`config.mk`:
```
export PLATFORM = sky130hd
export DESIGN_NAME = imm_decode_ctrl
export DESIGN_NICKNAME = d
export VERILOG_FILES = /design/src/rtl/imm_decode_ctrl.sv
export SDC_FILE = /design/constraint.sdc
export NUM_CORES = 1
export LEC_CHECK = 0
export ABC_AREA = 0
export ABC_CLOCK_PERIOD_IN_PS = 8700
export CAP_MARGIN = 5
export CELL_PAD_IN_SITES_DETAIL_PLACEMENT = 1
export CELL_PAD_IN_SITES_GLOBAL_PLACEMENT = 1
export CORE_ASPECT_RATIO = 2
export CORE_UTILIZATION = 30
export CTS_CLUSTER_SIZE = 8
export DETAILED_ROUTE_END_ITERATION = 8
export PLACE_DENSITY = 0.87
export SLEW_MARGIN = 15
export SYNTH_ARGS = -nofsm -noshare
export SYNTH_HDL_FRONTEND = slang
export SYNTH_SLANG_ARGS = --single-unit
export TNS_END_PERCENT = 5
```
`constraint.sdc`:
```
create_clock -name clk_i -period 8.7 [get_ports clk_i]
set_input_delay 0.87 -clock clk_i [delete_from_list [all_inputs] [get_ports clk_i]]
set_output_delay 0.87 -clock clk_i [all_outputs]
set_load 0.005 [all_outputs]
```
`src/rtl/imm_decode_ctrl.sv`:
```
// ----------------------------------------------------------------------------
// imm_decode_ctrl
//   Classifies each fetched RV32 instruction by opcode, picks the matching
//   immediate returned by the external Imm_Gen, and queues {instr, imm, type,
//   illegal} in a 2-entry in-order buffer toward execute.
//
// Ports
//   clk_i, rst_ni          clock, synchronous active-low reset
//   flush_i                drop every buffered entry (and any same-cycle push)
//   in_valid_i/in_ready_o  fetch-side handshake, in_instr_i the raw word
//   gen_instr_o            combinational copy of in_instr_i for Imm_Gen
//   imm_*_type_i           immediates computed by Imm_Gen for gen_instr_o
//   out_valid_o/out_ready_i execute-side handshake
//   out_instr_o, out_imm_o, out_imm_type_o, out_illegal_o  head entry
//
// Configuration
//   IMM_DECODE_CTRL_ZIMM_EN  defined: CSR-immediate SYSTEM ops (funct3 101,
//                            110, 111) select zimm_rs1_type_i, type Z.
//                            undefined: every SYSTEM op selects the I-imm.
// ----------------------------------------------------------------------------
module imm_decode_ctrl (
    input  logic        clk_i,
    input  logic        rst_ni,
    input  logic        flush_i,
    input  logic        in_valid_i,
    output logic        in_ready_o,
    input  logic [31:0] in_instr_i,
    output logic [31:0] gen_instr_o,
    input  logic [31:0] imm_i_type_i,
    input  logic [31:0] imm_s_type_i,
    input  logic [31:0] imm_b_type_i,
    input  logic [31:0] imm_u_type_i,
    input  logic [31:0] imm_j_type_i,
    input  logic [31:0] zimm_rs1_type_i,
    output logic        out_valid_o,
    input  logic        out_ready_i,
    output logic [31:0] out_instr_o,
    output logic [31:0] out_imm_o,
    output logic [2:0]  out_imm_type_o,
    output logic        out_illegal_o
);

    localparam int unsigned INSTR_W = 32;
    localparam int unsigned TYPE_W  = 3;

    localparam logic [TYPE_W-1:0] T_NONE = 3'd0;
    localparam logic [TYPE_W-1:0] T_I    = 3'd1;
    localparam logic [TYPE_W-1:0] T_S    = 3'd2;
    localparam logic [TYPE_W-1:0] T_B    = 3'd3;
    localparam logic [TYPE_W-1:0] T_U    = 3'd4;
    localparam logic [TYPE_W-1:0] T_J    = 3'd5;
`ifdef IMM_DECODE_CTRL_ZIMM_EN
    localparam logic [TYPE_W-1:0] T_Z    = 3'd6;
`endif

    typedef struct packed {
        logic [INSTR_W-1:0] instr;
        logic [INSTR_W-1:0] imm;
        logic [TYPE_W-1:0]  typ;
        logic               illegal;
    } entry_t;

    typedef enum logic [1:0] {
        ST_EMPTY = 2'd0,
        ST_ONE   = 2'd1,
        ST_TWO   = 2'd2
    } state_e;

    state_e state_q, state_d;
    entry_t head_q, head_d;
    entry_t tail_q, tail_d;
    logic   in_ready_q, in_ready_d;
    logic   out_valid_q, out_valid_d;

    logic [INSTR_W-1:0] dec_imm;
    logic [TYPE_W-1:0]  dec_type;
    logic               dec_illegal;
    entry_t             new_entry;
    logic               push, pop;

    assign gen_instr_o = in_instr_i;

`ifndef IMM_DECODE_CTRL_ZIMM_EN
    logic unused_zimm;
    assign unused_zimm = ^zimm_rs1_type_i;
`endif

    // Opcode classification and immediate selection for the offered word
    always_comb begin
        dec_imm     = '0;
        dec_type    = T_NONE;
        dec_illegal = 1'b0;
        unique case (in_instr_i[6:0])
            7'b0110111, 7'b0010111: begin
                dec_imm  = imm_u_type_i;
                dec_type = T_U;
            end
            7'b1101111: begin
                dec_imm  = imm_j_type_i;
                dec_type = T_J;
            end
            7'b1100111, 7'b0000011, 7'b0010011, 7'b0001111: begin
                dec_imm  = imm_i_type_i;
                dec_type = T_I;
            end
            7'b1100011: begin
                dec_imm  = imm_b_type_i;
                dec_type = T_B;
            end
            7'b0100011: begin
                dec_imm  = imm_s_type_i;
                dec_type = T_S;
            end
            7'b0110011: begin
                dec_imm  = '0;
                dec_type = T_NONE;
            end
            7'b1110011: begin
`ifdef IMM_DECODE_CTRL_ZIMM_EN
                // funct3 101/110/111 are the CSR*I forms carrying uimm in rs1
                if (in_instr_i[14] && (in_instr_i[13:12] != 2'b00)) begin
                    dec_imm  = zimm_rs1_type_i;
                    dec_type = T_Z;
                end else begin
                    dec_imm  = imm_i_type_i;
                    dec_type = T_I;
                end
`else
                dec_imm  = imm_i_type_i;
                dec_type = T_I;
`endif
            end
            default: begin
                dec_imm     = '0;
                dec_type    = T_NONE;
                dec_illegal = 1'b1;
            end
        endcase
    end

    assign new_entry = '{instr: in_instr_i, imm: dec_imm, typ: dec_type, illegal: dec_illegal};

    assign push = in_valid_i & in_ready_q;
    assign pop  = out_valid_q & out_ready_i;

    // Occupancy FSM; the head slot is cleared whenever the buffer goes empty
    // so a stale entry can never be observed with out_valid_o low.
    always_comb begin
        state_d = state_q;
        head_d  = head_q;
        tail_d  = tail_q;
        if (flush_i) begin
            state_d = ST_EMPTY;
            head_d  = '0;
        end else begin
            unique case (state_q)
                ST_EMPTY: begin
                    if (push) begin
                        state_d = ST_ONE;
                        head_d  = new_entry;
                    end
                end
                ST_ONE: begin
                    if (push && pop) begin
                        head_d = new_entry;
                    end else if (push) begin
                        state_d = ST_TWO;
                        tail_d  = new_entry;
                    end else if (pop) begin
                        state_d = ST_EMPTY;
                        head_d  = '0;
                    end
                end
                ST_TWO: begin
                    if (pop) begin
                        state_d = ST_ONE;
                        head_d  = tail_q;
                    end
                end
                default: begin
                    state_d = ST_EMPTY;
                    head_d  = '0;
                end
            endcase
        end
        in_ready_d  = (state_d != ST_TWO);
        out_valid_d = (state_d != ST_EMPTY);
    end

    always_ff @(posedge clk_i) begin
        if (!rst_ni) begin
            state_q     <= ST_EMPTY;
            head_q      <= '0;
            in_ready_q  <= 1'b1;
            out_valid_q <= 1'b0;
        end else begin
            state_q     <= state_d;
            head_q      <= head_d;
            in_ready_q  <= in_ready_d;
            out_valid_q <= out_valid_d;
        end
    end

    // Second slot is only read after being written, so it carries no reset
    always_ff @(posedge clk_i) begin
        tail_q <= tail_d;
    end

    assign in_ready_o     = in_ready_q;
    assign out_valid_o    = out_valid_q;
    assign out_instr_o    = head_q.instr;
    assign out_imm_o      = head_q.imm;
    assign out_imm_type_o = head_q.typ;
    assign out_illegal_o  = head_q.illegal;

endmodule

```
==> reports/results.ini, run 1 <==
[global_routing]
grt_pass1_wl_mm=33.5
overflow=0
grt_pass1_vias=6092
grt_max_degree=56
antenna_found_initial=0
grt_use_total=0.199

[logic_synthesis]
synth_top_area_share=0.314
syn-cell-area_sq_mm=0.00650
syn_nets=783
yosysTopAreaCell=edfxtp_1
seq_area_frac_synth=0.536
avgSynthCellArea_sq_um=11.7
synth_enable_flop_cells=68
synth_flop_cell=dfxtp_1
ys_warn_count=0
ys_async_sr_fraction=0
netlist_instances=554
synth-seq-cells=140
synthTopCellsByArea=edfxtp_1 (31%), dfxtp_1 (22%), mux2i_1 (5.1%)
synth.distinct_cells=39

[routing]
viasPerCell=5.21
drtIter0Drc=282
drtAntennaViolNets=0
vias=5659
drc=0
drtPass1Iterations=6
routed_wirelength_mm=22.1
wl_per_cell_um=20.4

[cts]
cts_tree=done
cts_setup_buffers=0
clk_latency_ps=420
clkSinkCount=140
htree_levels=4
path_clk_slew_ps=60
cts_resized=0
cts.hold.buffers_added=0
root_buffer=clkbuf_16
clk_path_buf_depth=2
cts_buffers=17

[sta]
skew_ps=7.68
finalSetupTns_ps=0
hold_violations=0
slew_headroom=0.458
rsz0062_at_grt=no
min_period_over_period=0.362
maxSlewViolCount=0
fmax_ghz=0.318
fin_crit_ps=3150
tightest_slew_ps=813
setup-violations-final=0

[layout]
fin_nets=1034
final_util=0.476
final_common_cell=clkdlybuf4s50_1
antenna_cells=0
final_cell_mix=clkdlybuf4s50_1 (297), dfxtp_1 (72), edfxtp_1 (68)
area_growth_pct=54.6
drive_gt1_frac=0.103

[power]
ir_drop_uv=68.7
power.density_mw_per_mm2=165
p_total_mw=1.65
p_leak_nw=3.63

[die]
ios=331
die_w_um=106
core_area_sq_mm=0.0211
die_area_sq_mm=0.0223
floorplan.initialDensity=0.308
num_rows=75
die_h_um=210

[min_path]
worstHoldStart=out_imm_type_o[2]
hold_path_class=register to register

[outcome]
status=complete, no violations

[placed_design]
gp_congestion=0.808
io_buffers=298
place_hpwl_mm=16.3

[critical_path]
cp-start-kind=input pin
critPathMaxFanout=55
critPathLaunch=out_ready_i
r2r-start=state_q[0]
cp.arrival_ps=3180
critPathKind=input pin to register
end_kind=register
critPathRequiredTime_ps=8740
reg2reg_slack_ps=5970

[run]
drv_cap=0

==> logic make-up after synthesis <==
group,count (synthesis),share of synthesized area
compound gates,183,0.252
buf+inv,113,0.0970
mux,33,0.0508
simple gates,85,0.0645
flops,140,0.536
==> worst max-delay path, cell delays in order <==
cell and delay (ps):
clkdlybuf4s50_1 460, nand2_1 230, nand2b_1 200, nor3_4 610, buf_4 730
==> path summary, 6_finish.rpt <==
check,depth (start not counted),to
max,5,tail_q[60]
max reg2reg,4,tail_q[60]
min reg2reg,1,out_imm_type_o[2]
min,1,out_imm_type_o[2]
==> stage by stage <==
step	hold slack (ps)	setup WS (ps)	cells	area (sq um)
after floorplan	456	2370	554	6500
after detailed placement	449	4830	1055	9440
after global placement	445	4890	1055	9440
after global routing	490	5340	1087	10000
after CTS	467	5270	1087	10000
final	462	5550	1087	10000
==> cells in the mapped netlist (all sizes together) (4+ instances only) <==
library cell,instances
clkbuf,15
a221oi,15
nand2,5
o2bb2ai,19
a222oi,32
nand3,4
a22o,17
inv,36
edfxtp,68
a22oi,36
nor2b,5
o22ai,35
buf,62
o21ai,4
nand2b,6
a211oi,18
mux2i,33
nor2,54
a21oi,4
dfxtp,72
==> power breakdown <==
group / total [mW] / switching, mW / internal (mW)
clock: 0.731 / 0.270 / 0.461
sequential: 0.708 / 0.00588 / 0.702
combinational: 0.216 / 0.0865 / 0.130
total: 1.65 / 0.363 / 1.29
==> routing by layer <==
layer | part of all wire | vias up | track usage
met4 | 0.033 | 0 | 0.0929
met3 | 0.037 | 35 | 0.0353
met5 | 0 | - | 0
met1 | 0.34 | 2796 | 0.195
met2 | 0.59 | 195 | 0.393
li1 | - | 2633 | -
==> registers in the layout (all words and copies together) (netlist names) <==
| name | count |
|---|---|
| in_ready_o | 1 |
| out_illegal_o | 1 |
| out_imm_o | 32 |
| out_imm_type_o | 3 |
| out_instr_o | 32 |
| out_valid_o | 1 |
| state_q | 2 |
| tail_q | 68 |
==> area by class of cell <==
cell class              instances  area (sq um)
well taps                     269           337
fillers                      2260         11100
inverters                      36           135
clock inverters                10           113
flip-flops and latches        140          3480
multi-input cells             301          2430
clock buffers                  22           495
repair buffers                309          3060
Note: power is estimated with default switching activity, not from simulation.
==> run 2: changes to the inputs <==
- ABC_CLOCK_PERIOD_IN_PS: 8700 -> 3180
- clock period: 8.7 -> 3.18 ns (I/O delays scaled with it)
==> reports/results.ini, run 2 (synthesis gave the netlist of run 1 again) <==
[outcome]
status=complete, no violations

[placed_design]
io_buffers=298
gp_congestion=0.768
dpl.cell_count=1061
place_hpwl_mm=16.5

[sta]
min_period_over_period=0.672
hold_ws_ps=273
fin_crit_ps=2140
slew_headroom=0.559
finalSetupTns_ps=0
setup-violations-final=0
tightest_slew_ps=662
skew_ps=7.44
rsz0062_at_grt=no
maxSlewViolCount=0
hold_violations=0
fmax_ghz=0.468

[critical_path]
end_kind=register
critPathRequiredTime_ps=3510
critPathMaxFanout=40
cp.arrival_ps=2470
critPathKind=register to register
r2r-end=out_imm_o[23]
cp-start-kind=register
r2r_cells=5
r2r-start=state_q[1]
reg2reg_slack_ps=1040

[global_routing]
grt_pass1_wl_mm=34.1
grt_max_degree=45
grt_use_total=0.203
grt_pass1_vias=6107
overflow=0
antenna_found_initial=1

[power]
power.density_mw_per_mm2=460
seqPwrFrac=0.412
ir_drop_uv=341
p_clk_frac=0.459
internal-power_mw=3.68
p_leak_nw=3.68
p_comb_frac=0.128
switchingPower_mw=1.01
p_sw_frac=0.215

[cts]
cts_setup_buffers=0
clkSinkCount=140
clk_latency_ps=410
htree_levels=4
clk_path_buf_depth=2
path_clk_slew_ps=60
cts_tree=done
cts.hold.buffers_added=0
root_buffer=clkbuf_16
cts_resized=0
cts_buffers=17

[routing]
drtIter0Drc=327
drc=0
vias=5682
viasPerCell=5.19
routed_wirelength_mm=22.4
drtAntennaViolNets=0
drtPass1Iterations=6
wl_per_cell_um=20.5

[die]
die_area_sq_mm=0.0223
floorplan.initialDensity=0.308
core_area_sq_mm=0.0211
num_rows=75
die_w_um=106
ios=331
die_h_um=210

[layout]
final_cell_mix=clkdlybuf4s50_1 (297), dfxtp_1 (72), edfxtp_1 (68)
area_growth_pct=56.9
fin_nets=1040
instances_no_fill=1094
area.sequential_sq_mm=0.00348
final_common_cell=clkdlybuf4s50_1
drive_gt1_frac=0.108
largest_reg_flops=68
fillers=2236
top_register=tail_q
multi_input_area_sq_mm=0.00243

[run]
drv_cap=0

[min_path]
worstHoldStart=in_instr_i[6]
hold_depth=1
hold_path_class=input pin to register
min_to=tail_q[42]

[run 2: area by class of cell]
class,instances,share of cell area
flip-flops and latches,140,0.342
repair buffers,315,0.311
multi-input cells,301,0.238
clock buffers,23,0.0479
well taps,269,0.0330
clock inverters,9,0.0155
inverters,36,0.0133
diodes,1,0.000245
[run 2: how the worst max path moves through the flow]
stage | startpoint | to | slack [ps] | cells after the start
detailed placement | in_instr_i[4] | tail_q[4] | 620 | 7
floorplan | state_q[1] | tail_q[0] | 380 | 3
global placement | in_instr_i[5] | tail_q[4] | 680 | 7
CTS | state_q[1] | out_imm_o[12] | 1040 | 5
finish | state_q[1] | out_imm_o[23] | 1040 | 5
global route | state_q[1] | out_imm_o[28] | 860 | 5
[run 2: layer usage]
layer,GRT usage,part of all wire
met2,0.398,0.58
met1,0.199,0.35
met5,0,0
met4,0.103,0.038
met3,0.0325,0.035
[run 2: power by group through the flow]
stage                     combinational [mW]  clock, mW  sequential [mW]
after floorplan                        0.217          0             1.97
after global placement                 0.592          0             1.97
after detailed placement               0.608          0             1.97
after CTS                              0.611       2.21             1.94
after global routing                   0.644       2.28             1.94
final                                  0.603       2.16             1.94
[run 2: critical path: stages (launching register included)]
cell and delay, ps:
dfxtp_1 480, nor2b_1 370, and2b_2 600, buf_12 290, a22oi_1 130, o22ai_1 140
[run 2: through the flow]
step	worst slack [ps]	utilization	instance area, sq um	power, mW
after CTS	1040	0.483	10200	4.76
after global routing	857	0.483	10200	4.87
after floorplan	383	-	6510	2.19
after global placement	678	0.452	9550	2.56
after detailed placement	624	0.452	9550	2.58
final	1040	0.483	10200	4.69
